### config.mk
export PLATFORM = sky130hd
export DESIGN_NAME = pipeline_hazard_ctrl
export DESIGN_NICKNAME = d
export VERILOG_FILES = /design/src/rtl/hazard_pkg.sv /design/src/rtl/hazard_lu_detect.sv /design/src/rtl/pipeline_hazard_ctrl.sv
export SDC_FILE = /design/constraint.sdc
export NUM_CORES = 1
export LEC_CHECK = 0
export CAP_MARGIN = 20
export CORE_AREA = 3 3 40 42
export DETAILED_ROUTE_END_ITERATION = 10
export DIE_AREA = 0 0 43 45
export PLACE_DENSITY = 0.73
export SYNTH_ARGS = -nofsm -noshare
export SYNTH_HDL_FRONTEND = slang
export SYNTH_HIERARCHICAL = 1
export SYNTH_SLANG_ARGS = --single-unit
### constraint.sdc
create_clock -name clk -period 2.8 [get_ports clk]
set_input_delay 0.56 -clock clk [delete_from_list [all_inputs] [get_ports clk]]
set_output_delay 0.56 -clock clk [all_outputs]
set_load 0.03 [all_outputs]
### src/rtl/hazard_pkg.sv
// Shared types and constants for the pipeline hazard controller.
package hazard_pkg;

  typedef enum logic {
    RUN      = 1'b0,
    MEM_WAIT = 1'b1
  } state_e;

  localparam logic [31:0] NOP_INSTR = 32'b0;
  localparam logic [3:0]  REG_PC    = 4'hF;

endpackage

### src/rtl/hazard_lu_detect.sv
// Combinational load-use comparator: flags an ID-stage read of a register
// that the LDR currently in EX has not yet produced.
module hazard_lu_detect
  import hazard_pkg::*;
#(
  parameter int REG_W = 4
) (
  input  logic [REG_W-1:0] id_rn,
  input  logic [REG_W-1:0] id_rm,
  input  logic [REG_W-1:0] id_rd,
  input  logic             id_use_rn,
  input  logic             id_use_rm,
  input  logic             id_use_rd,
  input  logic [REG_W-1:0] ex_rd,
  input  logic             ex_is_load,
  input  logic             ex_reg_write,
  output logic             lu
);

  // A load targeting the PC is handled as a branch elsewhere, never a stall.
  localparam logic [REG_W-1:0] PC_IDX = REG_W'(REG_PC);

  logic hit_rn, hit_rm, hit_rd;

  always_comb begin
    hit_rn = id_use_rn && (id_rn == ex_rd);
    hit_rm = id_use_rm && (id_rm == ex_rd);
    hit_rd = id_use_rd && (id_rd == ex_rd);
    lu     = ex_is_load && ex_reg_write && (ex_rd != PC_IDX) &&
             (hit_rn || hit_rm || hit_rd);
  end

endmodule

### src/rtl/pipeline_hazard_ctrl.sv
// Pipeline sequencer for the 5-stage ARM core: stalls, flushes and memory freezes.
// Optional perf counters are enabled by defining HAZ_PERF_CNT_EN.
module pipeline_hazard_ctrl
  import hazard_pkg::*;
#(
  parameter int MEM_LAT = 3,
  parameter int REG_W   = 4
`ifdef HAZ_PERF_CNT_EN
  ,
  parameter int CNT_W   = 16
`endif
) (
  input  logic             clk,
  input  logic             reset,
  input  logic [REG_W-1:0] id_rn,
  input  logic [REG_W-1:0] id_rm,
  input  logic [REG_W-1:0] id_rd,
  input  logic             id_use_rn,
  input  logic             id_use_rm,
  input  logic             id_use_rd,
  input  logic [REG_W-1:0] ex_rd,
  input  logic             ex_is_load,
  input  logic             ex_reg_write,
  input  logic             ex_branch_taken,
  input  logic             mem_access,
  output logic             pc_enable,
  output logic             if_id_enable,
  output logic             if_id_flush,
  output logic             id_ex_enable,
  output logic             id_ex_bubble,
  output logic             ex_mem_enable,
  output logic             mem_wb_bubble,
  output logic             busy_state
`ifdef HAZ_PERF_CNT_EN
  ,
  output logic [CNT_W-1:0] stall_cnt,
  output logic [CNT_W-1:0] flush_cnt,
  output logic [CNT_W-1:0] freeze_cnt
`endif
);

  localparam bit FREEZE_EN = (MEM_LAT > 1);
  localparam int WC_W      = $clog2(MEM_LAT + 1);
  localparam int WAIT_INIT = (MEM_LAT > 2) ? (MEM_LAT - 2) : 0;

  logic lu;

  hazard_lu_detect #(
    .REG_W(REG_W)
  ) u_lu_detect (
    .id_rn       (id_rn),
    .id_rm       (id_rm),
    .id_rd       (id_rd),
    .id_use_rn   (id_use_rn),
    .id_use_rm   (id_use_rm),
    .id_use_rd   (id_use_rd),
    .ex_rd       (ex_rd),
    .ex_is_load  (ex_is_load),
    .ex_reg_write(ex_reg_write),
    .lu          (lu)
  );

  state_e          state_reg, state_next;
  logic [WC_W-1:0] wait_cnt_reg, wait_cnt_next;
  logic            stall_cyc, flush_cyc, freeze_cyc;

  always_ff @(posedge clk) begin
    if (reset) begin
      state_reg    <= RUN;
      wait_cnt_reg <= '0;
    end else begin
      state_reg    <= state_next;
      wait_cnt_reg <= wait_cnt_next;
    end
  end

  always_comb begin
    state_next    = state_reg;
    wait_cnt_next = wait_cnt_reg;
    pc_enable     = 1'b1;
    if_id_enable  = 1'b1;
    if_id_flush   = 1'b0;
    id_ex_enable  = 1'b1;
    id_ex_bubble  = 1'b0;
    ex_mem_enable = 1'b1;
    mem_wb_bubble = 1'b0;
    busy_state    = 1'b0;
    stall_cyc     = 1'b0;
    flush_cyc     = 1'b0;
    freeze_cyc    = 1'b0;

    case (state_reg)
      RUN: begin
        if (mem_access && FREEZE_EN) begin
          state_next    = MEM_WAIT;
          wait_cnt_next = WC_W'(WAIT_INIT);
          pc_enable     = 1'b0;
          if_id_enable  = 1'b0;
          id_ex_enable  = 1'b0;
          ex_mem_enable = 1'b0;
          mem_wb_bubble = 1'b1;
          freeze_cyc    = 1'b1;
        end else if (ex_branch_taken) begin
          if_id_flush   = 1'b1;
          id_ex_bubble  = 1'b1;
          flush_cyc     = 1'b1;
        end else if (lu) begin
          pc_enable     = 1'b0;
          if_id_enable  = 1'b0;
          id_ex_bubble  = 1'b1;
          stall_cyc     = 1'b1;
        end
      end
      MEM_WAIT: begin
        pc_enable     = 1'b0;
        if_id_enable  = 1'b0;
        id_ex_enable  = 1'b0;
        ex_mem_enable = 1'b0;
        mem_wb_bubble = 1'b1;
        busy_state    = 1'b1;
        freeze_cyc    = 1'b1;
        // Branch/load-use inputs are deliberately ignored: EX is frozen and
        // they are re-evaluated once the pipe is released.
        if (wait_cnt_reg == '0) begin
          state_next = RUN;
        end else begin
          wait_cnt_next = wait_cnt_reg - WC_W'(1);
        end
      end
      default: state_next = RUN;
    endcase

    if (reset) begin
      pc_enable     = 1'b0;
      if_id_enable  = 1'b0;
      if_id_flush   = 1'b1;
      id_ex_enable  = 1'b0;
      id_ex_bubble  = 1'b1;
      ex_mem_enable = 1'b0;
      mem_wb_bubble = 1'b1;
      busy_state    = 1'b0;
      stall_cyc     = 1'b0;
      flush_cyc     = 1'b0;
      freeze_cyc    = 1'b0;
    end
  end

`ifdef HAZ_PERF_CNT_EN
  logic [CNT_W-1:0] stall_cnt_reg, flush_cnt_reg, freeze_cnt_reg;

  always_ff @(posedge clk) begin
    if (reset) begin
      stall_cnt_reg  <= '0;
      flush_cnt_reg  <= '0;
      freeze_cnt_reg <= '0;
    end else begin
      if (stall_cyc)  stall_cnt_reg  <= stall_cnt_reg + CNT_W'(1);
      if (flush_cyc)  flush_cnt_reg  <= flush_cnt_reg + CNT_W'(1);
      if (freeze_cyc) freeze_cnt_reg <= freeze_cnt_reg + CNT_W'(1);
    end
  end

  assign stall_cnt  = stall_cnt_reg;
  assign flush_cnt  = flush_cnt_reg;
  assign freeze_cnt = freeze_cnt_reg;
`else
  // Cycle classification only feeds the optional counters.
  logic unused_cyc;
  assign unused_cyc = stall_cyc ^ flush_cyc ^ freeze_cyc;
`endif

endmodule

==> metrics.txt <==
hpwl dp=1040 um; die footprint=1940 um2; clock root buffer=clkbuf_4; drt first pass iters=3; RSZ-0062 raised after global routing=no; fill count=121; Max-Cap Viols=0; via count=473; placer congestion estimate=0.727; Arr. time, crit path=2.17 ns; global route overflow=0; Worst-path clk slew=0.04 ns; Clk Latency, worst-skew pair=0.23 ns; PD cells=334 nW/um2; core box area=1280 um2; Crit Path Class=input port to primary output; share of cells above drive strength 1=0.216; Syn Nets=73; antenna violations before repair=0; max frequency=366 MHz; Ports=33; Max Slew Vio Count=0; Fin. Hold Viols=0; clk_skew=0.000301 ns; pre-CTS setup slack=-0.275 ns; Yosys warnings=6; DR WL/cell=12.0 um; Max VDD drop=0.244 mV; die width=43 um; Synth cell types=22; worst hold slack=0.492 ns; num rows=13; Vias/cell=4.59; sequential cell area fraction in the yosys report=0.163; FF/Latch Area=60.1 um2; crit share post-route=0.976; largest net degree at the start of global routing=9; Post-DRT Antenna Nets=0; nets=115; CTS Buf Count=3; worst slew pin tran=0.308 ns; # diodes=0; DRT iter0 DRCs=8; first-pass GRT wire length=1930 um; Worst R2R Setup Slack=1.49 ns; Global Route Usage Sum=0.130; # setup viols final=0; Syn Inst Count=47; leakage power=0.356 nW; Max-slew headroom=0.794; # hold bufs at CTS=0; cell area after synthesis=368 um2; max FFs per register=2; Layout Area Growth over Synthesis=111%; mean area per synthesized cell=7.83 um2; HP Class=flop to flop; Max FO, Critical Path=2; Worst Setup Start Kind=input port; fin worst setup slack=0.0678 ns; Tmin final=2.73 ns; DR DRC count=0; Yosys reg bits=3; multi-input logic area=283 um2; Port-buffer cells=32; TritonCTS clock tree=done; post-route core utilization=0.603; Die Y=45 um; status=complete, no violations; drt total wl=1240 um; Critical Path End Type=primary output; clock buffer depth=2; vias in the first global route=462; TritonCTS Sinks=3; worst path required time=2.24 ns; H-tree level count=1; Initial Util=0.286
repair_timing:
action,4_1_cts,5_1_grt
resized for setup,3,4
setup endpoints to repair,1,3
cloned,0,0
setup buffers,0,0
through the flow:
stage	instance area (um2)	power [mW]	setup TNS (ns)	std cells
3_5_place_dp	734	0.180	-0.275	99
4_1_cts	762	0.261	0	103
6_report	774	0.258	0	103
3_3_place_gp	734	0.178	-0.251	99
5_1_grt	774	0.278	0	103
2_1_floorplan	368	0.112	0	47
layer usage:
metal / wire, um / GRT usage
met1: 509 / 0.158
met2: 638 / 0.222
met3: 68 / 0.0558
met4: 19 / 0.0181
met5: 0 / 0
cells in the mapped netlist, drive strengths merged:
cell,count,area share
a21o,2,0.041
or4b,1,0.027
nand4,1,0.017
nand3,4,0.054
nor2b,2,0.034
o32ai,1,0.024
nor3,4,0.054
o41ai,1,0.024
xnor2,3,0.071
dfxtp,3,0.16
nand2b,1,0.017
buf,2,0.041
xor2,9,0.21
or3,1,0.031
a31oi,1,0.017
a21oi,1,0.014
and2,1,0.017
nor2,1,0.010
and2b,1,0.020
ha,1,0.034
or2,2,0.034
inv,4,0.041
logic make-up (layout without fill, tap and decap cells):
kind of cell               Yosys count  after routing  synth area share
adders and majority gates            1              1            0.0340
AOI/OAI and AO/OA                    6              6             0.119
and+or+nand+nor                     19             19             0.316
xor gates and xnor gates            12             12             0.286
DFF                                  3              3             0.163
buffers and inverters                6             47            0.0816
where the power goes:
part,switching (mW),internal (mW)
Combinational,0.0548,0.0721
Clock,0.0241,0.0535
Sequential,0.00481,0.0490
final cells by class:
type / count / share of cell area
Sequential cell: 3 / 0.0775
Multi-Input combinational cell: 38 / 0.365
Tap cell: 15 / 0.0242
Clock buffer: 4 / 0.0339
Inverter: 4 / 0.0194
Timing Repair Buffer: 39 / 0.480
path summary, 6_finish.rpt:
kind         depth (start not counted)                      endpoint                    startpoint
min                                  2  wait_cnt_reg[1]$_SDFFE_PP0P_  wait_cnt_reg[1]$_SDFFE_PP0P_
max reg2reg                          4  wait_cnt_reg[1]$_SDFFE_PP0P_  wait_cnt_reg[0]$_SDFFE_PP0P_
min reg2reg                          2  wait_cnt_reg[1]$_SDFFE_PP0P_  wait_cnt_reg[1]$_SDFFE_PP0P_
max                                  8                  id_ex_bubble                      id_rd[3]
cell usage in the layout, fill, tap and decap left out:
cell             instances
o32ai_1                  1
nor3_2                   1
a21o_1                   2
nor2_1                   1
nor3_1                   3
a21oi_1                  1
dfxtp_1                  3
dlymetal6s2s_1           3
and2_1                   1
clkdlybuf4s15_2          1
nand4_1                  1
o41ai_1                  1
or4b_1                   1
nor2b_1                  2
or2_2                    2
inv_1                    4
xor2_1                   9
clkdlybuf4s50_1         24
clkbuf_1                 1
buf_4                   11
xnor2_1                  3
or3_4                    1
ha_1                     1
a31oi_1                  1
and2b_1                  1
nand2b_1                 1
nand3_1                  4
clkbuf_4                 3
worst max-delay path, stage by stage:
cell and delay, ns:
clkdlybuf4s50_1 0.48, xor2_1 0.23, nor3_2 0.09, nand3_1 0.09, a31oi_1 0.10, or2_2 0.29, a21o_1 0.18, buf_4 0.16
Note: power is estimated with default switching activity, not from simulation.
==> edit: new RTL, config.mk and constraints unchanged <==
Register the input `ex_rd` before use, with the module's reset. The logic sees it one clock later. The other inputs are not delayed to match.
--- a/src/rtl/pipeline_hazard_ctrl.sv
+++ b/src/rtl/pipeline_hazard_ctrl.sv
@@ -43,6 +43,16 @@
   localparam int WC_W      = $clog2(MEM_LAT + 1);
   localparam int WAIT_INIT = (MEM_LAT > 2) ? (MEM_LAT - 2) : 0;
 
+  logic [REG_W-1:0] ex_rd_q;
+
+  always_ff @(posedge clk) begin
+    if (reset) begin
+      ex_rd_q <= '0;
+    end else begin
+      ex_rd_q <= ex_rd;
+    end
+  end
+
   logic lu;
 
   hazard_lu_detect #(
@@ -54,7 +64,7 @@
     .id_use_rn   (id_use_rn),
     .id_use_rm   (id_use_rm),
     .id_use_rd   (id_use_rd),
-    .ex_rd       (ex_rd),
+    .ex_rd       (ex_rd_q),
     .ex_is_load  (ex_is_load),
     .ex_reg_write(ex_reg_write),
     .lu          (lu)
Behaviour: not the same (a bounded check fails within 4 cycles, from zero or initial values and one cycle with reset high).
==> edit against the original RTL <==
  * Final area rose by 6.9%
  * Global-route usage rose by 0.14 points
  * Sequential power rose by 120%
  * Synthesized cell count rose by 19%
  * Fmax rose by 2.4%
  * Area after synthesis rose by 31%
  * Count of clock-buffer cells in the layout did not move
  * Wire length fell by 5.7%
  * Sequential share of layout area rose by 9.2 points
  * Total power rose by 26%
  * Die area did not move
  * Critical path depth did not move
  * Worst setup slack improved by 0.065 ns
  * Sequential cell count rose by 4
==> edit: results (changes against the original RTL) <==
stage;metric;value;unit;change
routing;drt_wl_total;1170;um;was 1240 um
yosys;synth_flop_cell;dfxtp_1;;unchanged
critical_path;critical_path.max_fanout;2;;unchanged
yosys;synth_xor_area_share;21.8;%;was 28.6%
finish;nNetsFinal;117;;was 115
finish;layout-drive-gt1-share;14.4;%;was 21.6%
status;status;finished clean;;unchanged
yosys;synth.area.top_cells;dfxtp_1 (29%), xor2_1 (16%), nor2b_1 (7.8%);;was xor2_1 (21%), dfxtp_1 (16%), xnor2_1 (7.1%)
yosys;synth-adder-area-share;2.60;%;was 3.40%
pwr;p_leak;0.347;nW;was 0.356 nW
yosys;ys_top_cells_by_count;xor2_1 (9), dfxtp_1 (7), nor2b_1 (6);;was xor2_1 (9), inv_1 (4), nand3_1 (4), nor3_1 (4)
timing;skew;0.00132;ns;was 0.000301 ns
placement;gp_congestion;0.826;;was 0.727
yosys;synth_cell_types;24;;was 22
timing;relSlewSlack;79.5;%;was 79.4%
routing;wire_per_inst;11.1;um;was 12.0 um
routing;firstDrtPassIters;3;;unchanged
finish;antenna_cells;0;;unchanged
global_route;grt_util_met3;2.79;%;was 5.58%
pwr;ir_drop;235;uV;was 244 uV
clock_network;clkTransAtPathRegs;0.05;ns;
global_route;grt_first_pass_wirelength;1900;um;was 1930 um
routing;drt_iter0_markers;6;;was 8
global_route;use_met2;22.5;%;was 22.2%
global_route;grtUsageMet1;15.5;%;was 15.8%
yosys;syn_nets;82;;was 73
global_route;grtUsageTotal;13.2;%;was 13.0%
yosys;yosysSeqAreaShare;29.1;%;was 16.3%
global_route;grt_max_degree;12;;was 9
placement;hpwl;931;um;was 1040 um
critical_path;cp.arrival;2.11;ns;was 2.17 ns
yosys;synth_compound_area_share;9.87;%;was 11.9%
finish;largest_register_ffs;4;;was 2
clock_network;clock_latency;0.25;ns;was 0.23 ns
routing;routed-via-count;493;;was 473
yosys;netlist_instances;56;;was 47
placement;dp_cells;101;;was 99
edit: cell count changes in the layout (fill, tap and decap cells not counted), sizes merged:
cell           change
buf                -5
dfxtp              +4
nor2b              +4
clkdlybuf4s50      +3
dlymetal6s2s       -3
clkdlybuf4s15      -1
edit: path summary, 6_finish.rpt:
path	start	end	slack [ns]	cells past startpoint
setup / recovery	id_rn[1]	id_ex_bubble	0.13	8
hold / removal	wait_cnt_reg[1]	wait_cnt_reg[1]	0.47	2
setup reg to reg	wait_cnt_reg[0]	wait_cnt_reg[1]	1.52	4
hold reg to reg	wait_cnt_reg[1]	wait_cnt_reg[1]	0.47	2
edit: stage by stage:
stage	util (%)	cell area (um^2)	power (W)	worst slack (ns)	TNS, ns
finish	64.5	828	0.000324	0.133	0
CTS	64.0	822	0.000328	0.0498	0
global route	64.5	828	0.000353	-0.00397	-0.00397
floorplan	-	482	0.000181	0.672	0
detailed placement	61.9	796	0.000235	0.0664	0
global placement	61.9	796	0.000234	0.0893	0
edit: cells by family (layout without fill, tap and decap cells):
family	Yosys count	count (layout)
xor gates and xnor gates	12	12
DFF	7	7
buffers and inverters	7	41
adders and majority gates	1	1
AOI/OAI and AO/OA	6	6
and+or+nand+nor	23	23
edit: critical path, stage by stage:
cell	delay [ns]
clkdlybuf4s50_1	0.41
xor2_1	0.16
nor3_1	0.24
nand3_1	0.12
a31oi_2	0.22
or2_2	0.14
a21o_1	0.10
buf_4	0.15
edit: layout make-up:
cell class,count,area [um^2]
repair buffers,33,315
clock buffers,4,26.3
multi-input cells,42,313
well taps,15,18.8
flip-flops and latches,7,140
fillers,120,457
inverters,4,15.0
edit: report_power, final:
part / leakage, nW / switching [W] / internal [W]
combinational: 0.274 / 0.0000476 / 0.0000672
clock: 0.0150 / 0.0000366 / 0.0000543
sequential: 0.0582 / 0.00000953 / 0.000109
edit: timing repair:
action	CTS	global route
resized for setup	0	1
buffers inserted	0	0
endpoints found under the setup margin	0	1
edit: per-layer routing:
| layer | wire [um] | up-vias |
|---|---|---|
| li1 | - | 256 |
| met1 | 500 | 211 |
| met2 | 532 | 24 |
| met3 | 116 | 2 |
| met4 | 17 | 0 |
| met5 | 0 | - |
